[config.mk]
export PLATFORM = sky130hd
export DESIGN_NAME = mdl_mlkem_ntt128_xxx_bfu
export DESIGN_NICKNAME = d
export VERILOG_FILES = /design/src/rtl/mdl_mlkem_ntt128_xxx_bfu.sv
export SDC_FILE = /design/constraint.sdc
export NUM_CORES = 2
export LEC_CHECK = 0
export BUFFER_PORTS_ARGS = -buffer_cell sky130_fd_sc_hd__buf_2
export CAP_MARGIN = 30
export CORE_MARGIN = 10
export CORE_UTILIZATION = 60
export DETAILED_ROUTE_END_ITERATION = 8
export PLACE_DENSITY = 0.82
export SYNTH_ARGS = -nofsm -noshare
export SYNTH_HDL_FRONTEND = slang
export SYNTH_HIERARCHICAL = 1
export SYNTH_SLANG_ARGS = --single-unit
export TNS_END_PERCENT = 1
[constraint.sdc]
create_clock -name iClk -period 16.6 [get_ports iClk]
set_input_delay 1.66 -clock iClk [delete_from_list [all_inputs] [get_ports iClk]]
set_output_delay 1.66 -clock iClk [all_outputs]
set_load 0.05 [all_outputs]
[src/rtl/mdl_mlkem_ntt128_xxx_bfu.sv]
// Pipelined CT/GS butterfly for the 128-point ML-KEM NTT over Zq (q=3329), 3 register stages.
// Optional build macro MLKEM_BFU_INTT_HALF_EN: GS results are scaled by 2^-1 mod q.

module mdl_mlkem_ntt128_xxx_modmul #(
    parameter logic [11:0] PRM_KYBER_Q = 12'd3329
) (
    input  logic [11:0] iX,
    input  logic [11:0] iY,
    output logic [11:0] oP
);
    // Barrett reduction with k=24; product < q^2 < 2^24, remainder < 3q before correction
    localparam logic [12:0] BARRETT_M = 13'((1 << 24) / PRM_KYBER_Q);

    logic [23:0] prod;
    logic [11:0] qhat;
    logic [13:0] r0, r1, r2;

    always_comb begin
        prod = {12'd0, iX} * {12'd0, iY};
        qhat = 12'(({13'd0, prod} * {24'd0, BARRETT_M}) >> 24);
        r0   = prod[13:0] - 14'({2'd0, qhat} * {2'd0, PRM_KYBER_Q});
        r1   = (r0 >= {2'd0, PRM_KYBER_Q}) ? r0 - {2'd0, PRM_KYBER_Q} : r0;
        r2   = (r1 >= {2'd0, PRM_KYBER_Q}) ? r1 - {2'd0, PRM_KYBER_Q} : r1;
        oP   = r2[11:0];
    end
endmodule

module mdl_mlkem_ntt128_xxx_bfu #(
    parameter logic [11:0] PRM_KYBER_Q      = 12'd3329,
    parameter logic [6:0]  PRM_BF_PER_LAYER = 7'd64
) (
    input  logic        iClk,
    input  logic        iRst,
    input  logic        iSrcValid,
    output logic        oSrcReady,
    input  logic        iMode,
    input  logic [11:0] iA,
    input  logic [11:0] iB,
    input  logic [11:0] iZeta,
    output logic        oDstValid,
    input  logic        iDstReady,
    output logic [11:0] oA,
    output logic [11:0] oB,
    output logic [5:0]  oBfCnt,
    output logic        oLayerDone
);
    localparam logic [12:0] Q13 = {1'b0, PRM_KYBER_Q};

`ifdef MLKEM_BFU_INTT_HALF_EN
    function automatic logic [11:0] half_mod(input logic [11:0] x);
        logic [12:0] s;
        s = {1'b0, x} + (x[0] ? Q13 : 13'd0);
        return 12'(s >> 1);
    endfunction
`endif

    logic [3:1]  vld_pipe_q, vld_pipe_d;
    logic        s1_mode_q, s1_mode_d;
    logic [11:0] s1_a_q, s1_a_d, s1_b_q, s1_b_d, s1_z_q, s1_z_d;
    logic        s2_mode_q, s2_mode_d;
    logic [11:0] s2_x_q, s2_x_d, s2_y_q, s2_y_d, s2_z_q, s2_z_d;
    logic [11:0] out_a_q, out_a_d, out_b_q, out_b_d;
    logic [5:0]  cnt_q, cnt_d;
    logic        done_q, done_d;

    logic        en;
    logic [11:0] s1_t, s2_p;
    logic [12:0] s1_sum, s1_dif, s2_sum, s2_dif;
    logic [11:0] s1_u, s1_d, ct_a, ct_b, gs_a, gs_b;

    mdl_mlkem_ntt128_xxx_modmul #(.PRM_KYBER_Q(PRM_KYBER_Q)) u_mul_ct (
        .iX(s1_b_q), .iY(s1_z_q), .oP(s1_t)
    );
    mdl_mlkem_ntt128_xxx_modmul #(.PRM_KYBER_Q(PRM_KYBER_Q)) u_mul_gs (
        .iX(s2_y_q), .iY(s2_z_q), .oP(s2_p)
    );

    assign en        = ~vld_pipe_q[3] | iDstReady;
    assign oSrcReady = en;
    assign oDstValid = vld_pipe_q[3];
    assign oA        = out_a_q;
    assign oB        = out_b_q;
    assign oBfCnt    = cnt_q;
    assign oLayerDone = done_q;

    always_comb begin
        // Stage 1 -> 2: GS add/sub; CT twiddle product
        s1_sum = {1'b0, s1_a_q} + {1'b0, s1_b_q};
        s1_dif = {1'b0, s1_a_q} - {1'b0, s1_b_q};
        s1_u   = (s1_sum >= Q13) ? 12'(s1_sum - Q13) : s1_sum[11:0];
        s1_d   = (s1_a_q >= s1_b_q) ? s1_dif[11:0] : 12'(s1_dif + Q13);

        // Stage 2 -> 3: CT add/sub against t; GS product of d
        s2_sum = {1'b0, s2_x_q} + {1'b0, s2_y_q};
        s2_dif = {1'b0, s2_x_q} - {1'b0, s2_y_q};
        ct_a   = (s2_sum >= Q13) ? 12'(s2_sum - Q13) : s2_sum[11:0];
        ct_b   = (s2_x_q >= s2_y_q) ? s2_dif[11:0] : 12'(s2_dif + Q13);
`ifdef MLKEM_BFU_INTT_HALF_EN
        gs_a   = half_mod(s2_x_q);
        gs_b   = half_mod(s2_p);
`else
        gs_a   = s2_x_q;
        gs_b   = s2_p;
`endif
    end

    always_comb begin
        vld_pipe_d = vld_pipe_q;
        s1_mode_d  = s1_mode_q;
        s1_a_d     = s1_a_q;
        s1_b_d     = s1_b_q;
        s1_z_d     = s1_z_q;
        s2_mode_d  = s2_mode_q;
        s2_x_d     = s2_x_q;
        s2_y_d     = s2_y_q;
        s2_z_d     = s2_z_q;
        out_a_d    = out_a_q;
        out_b_d    = out_b_q;
        cnt_d      = cnt_q;
        done_d     = 1'b0;

        if (en) begin
            vld_pipe_d = {vld_pipe_q[2:1], iSrcValid};
            s1_mode_d  = iMode;
            s1_a_d     = iA;
            s1_b_d     = iB;
            s1_z_d     = iZeta;
            s2_mode_d  = s1_mode_q;
            s2_x_d     = s1_mode_q ? s1_u : s1_a_q;
            s2_y_d     = s1_mode_q ? s1_d : s1_t;
            s2_z_d     = s1_z_q;
            out_a_d    = s2_mode_q ? gs_a : ct_a;
            out_b_d    = s2_mode_q ? gs_b : ct_b;
        end

        if (vld_pipe_q[3] && iDstReady) begin
            if ({1'b0, cnt_q} == PRM_BF_PER_LAYER - 7'd1) begin
                cnt_d  = 6'd0;
                done_d = 1'b1;
            end else begin
                cnt_d  = cnt_q + 6'd1;
            end
        end
    end

    always_ff @(posedge iClk) begin
        if (iRst) begin
            vld_pipe_q <= '0;
            s1_mode_q  <= 1'b0;
            s1_a_q     <= '0;
            s1_b_q     <= '0;
            s1_z_q     <= '0;
            s2_mode_q  <= 1'b0;
            s2_x_q     <= '0;
            s2_y_q     <= '0;
            s2_z_q     <= '0;
            out_a_q    <= '0;
            out_b_q    <= '0;
            cnt_q      <= '0;
            done_q     <= 1'b0;
        end else begin
            vld_pipe_q <= vld_pipe_d;
            s1_mode_q  <= s1_mode_d;
            s1_a_q     <= s1_a_d;
            s1_b_q     <= s1_b_d;
            s1_z_q     <= s1_z_d;
            s2_mode_q  <= s2_mode_d;
            s2_x_q     <= s2_x_d;
            s2_y_q     <= s2_y_d;
            s2_z_q     <= s2_z_d;
            out_a_q    <= out_a_d;
            out_b_q    <= out_b_d;
            cnt_q      <= cnt_d;
            done_q     <= done_d;
        end
    end
endmodule

## After elaboration in Yosys (flattened, before gate mapping)

Index checks and enable logic that the tools add are counted.

- Output and inout port bits: 33
- Word-level logic and storage cells: 62
- Register bits: 108
- Bits of input ports: 41

- $lt $le $gt $ge: 8
- Mux-type cells: 14
- Reduce and logical (&&, ||, !) cells: 2
- Multipliers: 6
- $add $sub $neg: 15
- Bitwise operators: 3
- Eq/ne operators: 1

Operator list:

| operator | number |
|---|---|
| 12-bit two-way mux | 10 |
| 24-bit by 13-bit multiplier with 36-bit output, second input constant | 2 |
| 14-bit by 12-bit greater-or-equal comparator with 1-bit output, second input constant | 4 |
| 12-bit by 12-bit multiplier with 24-bit output | 2 |
| 12-bit subtractor, second input constant | 4 |
| 12-bit by 12-bit multiplier with 14-bit output, second input constant | 2 |
| 14-bit two-way mux | 2 |
| 14-bit by 12-bit subtractor with 14-bit output, second input constant | 2 |
| 14-bit subtractor | 2 |
| 12-bit by 12-bit adder with 13-bit output | 2 |
| 13-bit by 12-bit greater-or-equal comparator with 1-bit output, second input constant | 2 |
| 12-bit adder, second input constant | 2 |
| 12-bit greater-or-equal comparator | 2 |
| 12-bit subtractor | 2 |
| 6-bit by 1-bit adder with 6-bit output, second input constant | 1 |
| 6-bit equality test, second input constant | 1 |
| 6-bit two-way mux | 1 |
| 1-bit NOT | 2 |
| 2-bit OR reduction | 1 |
| 1-bit logical AND | 1 |
| 1-bit two-way mux | 1 |
| 1-bit OR | 1 |

## Longest topological paths before layout

- Depth in word-level cells: 9
- Gate-level depth with buffers: 78
- Depth with buffers taken out: 75

## By module

Netlist, hierarchy kept.

Modules (own cells, without submodules):

| module | cells each | times used | area an instance (sq um) | seq. area each (sq um) |
|---|---|---|---|---|
| mdl_mlkem_ntt128_xxx_modmul at u_mul_gs | 1438 | 1 | 12600.8 | 0.0 |
| mdl_mlkem_ntt128_xxx_modmul at u_mul_ct | 1447 | 1 | 12446.9 | 0.0 |
| mdl_mlkem_ntt128_xxx_bfu | 1024 | 1 | 7803.7 | 2162.1 |

## Worst setup path after synthesis

Ideal clock, no wire load.

- Path type: register -> register
- Start: register s1_b_q[5]
- End: register s2_y_q[1]
- Setup slack: 393 ps
- Cell stages (with the launch flop): 76
- Setup time: 128 ps
- Buffers on the path: 4
- Data required time: 16472 ps
- Arrival time: 16079 ps
- Clock period less this slack: 16207 ps
- Cells stage by stage: dfxtp_1 -> clkbuf_1 -> nand2_1 -> fa_1 -> inv_1 -> fa_1 -> inv_1 -> fa_1 -> inv_1 -> fa_1 -> inv_1 -> fa_1 -> inv_1 -> ha_1 -> o21ai_0 -> nand2b_1 -> a41oi_1 -> o21bai_1 -> (+40 left out) -> o21ai_1 -> xnor3_1 -> xnor3_2 -> nor2_1 -> buf_6 -> nor2_1 -> nor2_1 -> inv_1 -> ha_1 -> o31ai_1 -> nor4b_2 -> a211o_2 -> nand2_2 -> mux2_1 -> o21ai_0 -> a31oi_1 -> a21oi_1 -> nor2_1

- Word-level cells in the longest chain between the ends: 9
- Elaborated cells between the ends (all ways): 13
- Classes of those cells: 3 x add/sub; 3 x mul; 3 x order compare; 4 x mux

Ends and longest elaborated chain:

| element | line | source |
|---|---|---|
| from (decl) | 59 | `logic [11:0] s1_a_q, s1_a_d, s1_b_q, s1_b_d, s1_z_q, s1_z_d;` |
| from (signal assigned) | 151 | `s1_b_q <= '0;` |
| from (signal assigned) | 165 | `s1_b_q <= s1_b_d;` |
| 12-bit by 12-bit multiplier with 24-bit output * | 19 | `prod = {12'd0, iX} * {12'd0, iY};` |
| 24-bit by 13-bit multiplier with 36-bit output | 20 | `qhat = 12'(({13'd0, prod} * {24'd0, BARRETT_M}) >> 24);` |
| 12-bit by 12-bit multiplier with 14-bit output | 21 | `r0 = prod[13:0] - 14'({2'd0, qhat} * {2'd0, PRM_KYBER_Q});` |
| 14-bit subtractor * | 21 |  |
| 14-bit by 12-bit subtractor with 14-bit output / 14-bit by 12-bit greater-or-equal comparator with 1-bit output (equally long branches) | 22 | `r1 = (r0 >= {2'd0, PRM_KYBER_Q}) ? r0 - {2'd0, PRM_KYBER_Q} : r0;` |
| 14-bit two-way mux * | 22 |  |
| 12-bit subtractor / 14-bit by 12-bit greater-or-equal comparator with 1-bit output (equally long branches) | 23 | `r2 = (r1 >= {2'd0, PRM_KYBER_Q}) ? r1 - {2'd0, PRM_KYBER_Q} : r1;` |
| 12-bit two-way mux * | 23 |  |
| net s1_t[1] | 67 | `logic [11:0] s1_t, s2_p;` |
| 12-bit two-way mux * | 130 | `s2_y_d = s1_mode_q ? s1_d : s1_t;` |
| to (signal assigned) | 169 | `s2_y_q <= s2_y_d;` |
| to (decl) | 61 | `logic [11:0] s2_x_q, s2_x_d, s2_y_q, s2_y_d, s2_z_q, s2_z_d;` |

The timed path passes the listed nets; every way through them passes the cells marked *.
A chain may end at the register's enable or synchronous reset.

## Worst setup path in the final report

- Start: register s1_b_q[3]
- End: register s2_y_q[6]

The elaborated chain is that of the path after synthesis.

==> reports/metrics.cfg <==
[synth]
synth_seq_cells=108
synth.avg_cell_area_um2=8.404
syn_nets=4897
yosysWarnings=6
synth.yosys.seq_area_share=0.06581
synth_edf_count=0
synthArstFlopShare=0
synthTopCellsByArea=fa_1, ha_1, inv_1
synthCells=3909
synth_top_flop_cell=dfxtp_1
synth.distinct_cells=129
mappedNetlistArea_um2=32850
yosysTopAreaCell=fa_1
yosysTopAreaCellShare=0.2791

[clocking]
cts.path.max_buffers=2
htree_levels=3
ctsHoldBuffers=0
clock-root-buffer=clkbuf_16
clk_latency_ns=0.36
clk_pin_slew_ns=0.08
clkSinkCount=108
cts_buffers=9
cts_tree=built

[timing]
finalCritPeriodShare=0.9727
fmax_ghz=0.06193
tightest_slew_ns=0.9716
final_hold_viol_count=0
max-slew-margin-rel=0.3523
period_minus_slack_ns=16.15
skew_ns=0.007564
slew_violations=0
finalSetupViolCount=0
tns_ns=0

[worst_hold_path]
min_delay_worst_endpoint=s1_mode_q
hold_path.class=flip-flop to flip-flop
min_path_cells=2
hold_start=s1_mode_q

[run]
max-cap-violations=0

[routing]
ant_nets=0
vias=26827
totalWireLength_um=80710
route.detailed.drc=0
firstDrtPassIters=6
dr.first_iter.drc_count=1896
wl_met1_um=34180
wl_met3_um=4141
viasPerCell=5.691
avgRoutedWirePerCell_um=17.12
met2WireLength_um=40140
top_layer=met4

[place]
dp_cells=4665
dpl_cell_area_um2=34400
gp_congestion=0.9579
port_buffers=73
hpwl_um=67380

[setup_path]
crit_type=flip-flop to flip-flop
cp_top_family=adder cells
r2r-start=s1_b_q[3]
endpoint_kind=flip-flop
slowest_stage=fa_1
path_buf_inv=12
cp_common_cell=fa_1
cp.required_ns=16.88
reg2reg_to=s2_y_q[6]
cp_max_fo=8
critPathMaxStageDelay_ns=0.56
ff2ff_path_depth=69
reg2reg_slack_ns=0.45
setup.worst_path.start_class=flip-flop
cp.arrival_ns=16.43

[die]
die_h_um=254.0
fp.dieW_um=254.0
ios=74
dieArea_um2=64510
core_area_um2=54030
row_count=85
start_util=0.6081

[final_layout]
final_area_um2=35450
layout_commonest_cell=inv_1
insertedDiodeCount=0
layout.nets=5001
drive_gt1_frac=0.1063
n_fill_cell=4328
area_delta_synth_final_pct=7.918
instances_no_fill=4714
mostFrequentLayoutCells=inv_1, ha_1, fa_1
multi_input_area_um2=27380
seq_area_um2=2220

[global_route]
grt_pass1_vias=26985
grt_pass1_wl_um=132000
grt_antenna_before_repair=0
grt_max_degree=103
grt_overflow_total=0
grt_usage=0.2467

[outcome]
run_status=completed

-- synth_stat cells (all sizes together) (14+ instances only) --
cell type	n
o31ai	17
xnor2	172
a221oi	14
fa	458
nand3	51
a31oi	17
nor2	149
or3	28
nand2b	23
and2	121
nor3	51
inv	845
and3	19
a21o	46
nor2b	28
o211ai	20
buf	34
a21oi	215
o21a	23
o21bai	33
clkbuf	98
o21ai	124
ha	489
mux2i	18
xor2	72
nand2	410
nand4	22
a211oi	32
dfxtp	108
-- per-stage QoR --
stage | setup WS, ns | hold slack, ns | utilization
2_1_floorplan | 0.3930 | 0.4321 | -
3_3_place_gp | 0.1866 | 0.4397 | 0.6367
3_5_place_dp | -0.1216 | 0.4470 | 0.6368
4_1_cts | 0.08358 | 0.4569 | 0.6423
5_1_grt | -0.2767 | 0.4686 | 0.6562
6_report | 0.4536 | 0.4553 | 0.6562
-- repair_timing --
action                     4_1_cts  5_1_grt
gates resized for setup          5      119
setup endpoints to repair        7       24
setup buffers                    0       32
pin swaps                        1       51
-- per-layer routing --
| metal | GRT usage | vias up |
|---|---|---|
| li1 | - | 12728 |
| met1 | 0.3192 | 13174 |
| met2 | 0.4318 | 779 |
| met3 | 0.02298 | 146 |
| met4 | 0.06961 | 0 |
| met5 | 0 | - |
-- worst register-to-register path, delay by kind of cell (launching register included) --
kind,cells,cell delay [ns]
DFF,1,0.38
xor gates and xnor gates,5,1.24
and+or+nand+nor,11,1.46
buffers and inverters,12,1.11
adders and majority gates,17,7.24
AOI/OAI and AO/OA,24,4.63
-- area by class of cell --
cell class	instances	area share
multi-input combinational	2824	0.7722
clock inverter	5	0.001271
sequential	108	0.06261
clock buffer	11	0.006564
tap	696	0.02456
timing repair buffer	225	0.04337
inverter	845	0.08947
-- worst max-delay path by stage --
| stage | start | cells past startpoint | endpoint |
|---|---|---|---|
| 6_report | s1_b_q[3] | 69 | s2_y_q[6] |
| 3_3_place_gp | s1_z_q[3] | 71 | s2_y_q[6] |
| 4_1_cts | s1_b_q[4] | 69 | s2_y_q[6] |
| 3_5_place_dp | s1_z_q[3] | 71 | s2_y_q[6] |
| 5_1_grt | s1_b_q[3] | 71 | s2_y_q[6] |
| 2_1_floorplan | s1_b_q[5] | 75 | s2_y_q[1] |
-- flip-flops by register name, summed over array words and instances, names as in the netlist --
register / cells
s2_z_q: 12
vld_pipe_q: 3
s1_b_q: 12
oA: 12
oLayerDone: 1
s1_z_q: 12
s2_y_q: 12
s1_mode_q: 1
oBfCnt: 6
oB: 12
s2_mode_q: 1
s1_a_q: 12
gs_a: 12
-- cells by family (layout without fill, tap and decap cells) --
logic type,after synthesis,count (layout),share of synthesized area
mux,22,22,0.007084
simple gates,962,962,0.1421
compound gates,643,643,0.1347
flops,108,108,0.06581
fa+ha+maj,948,948,0.4656
buf+inv,977,1086,0.1143
xor+xnor,249,249,0.07038
Power is left out: the tool's default activity adds up to more than one toggle a clock period on the data nets, which glitch-free logic cannot reach.
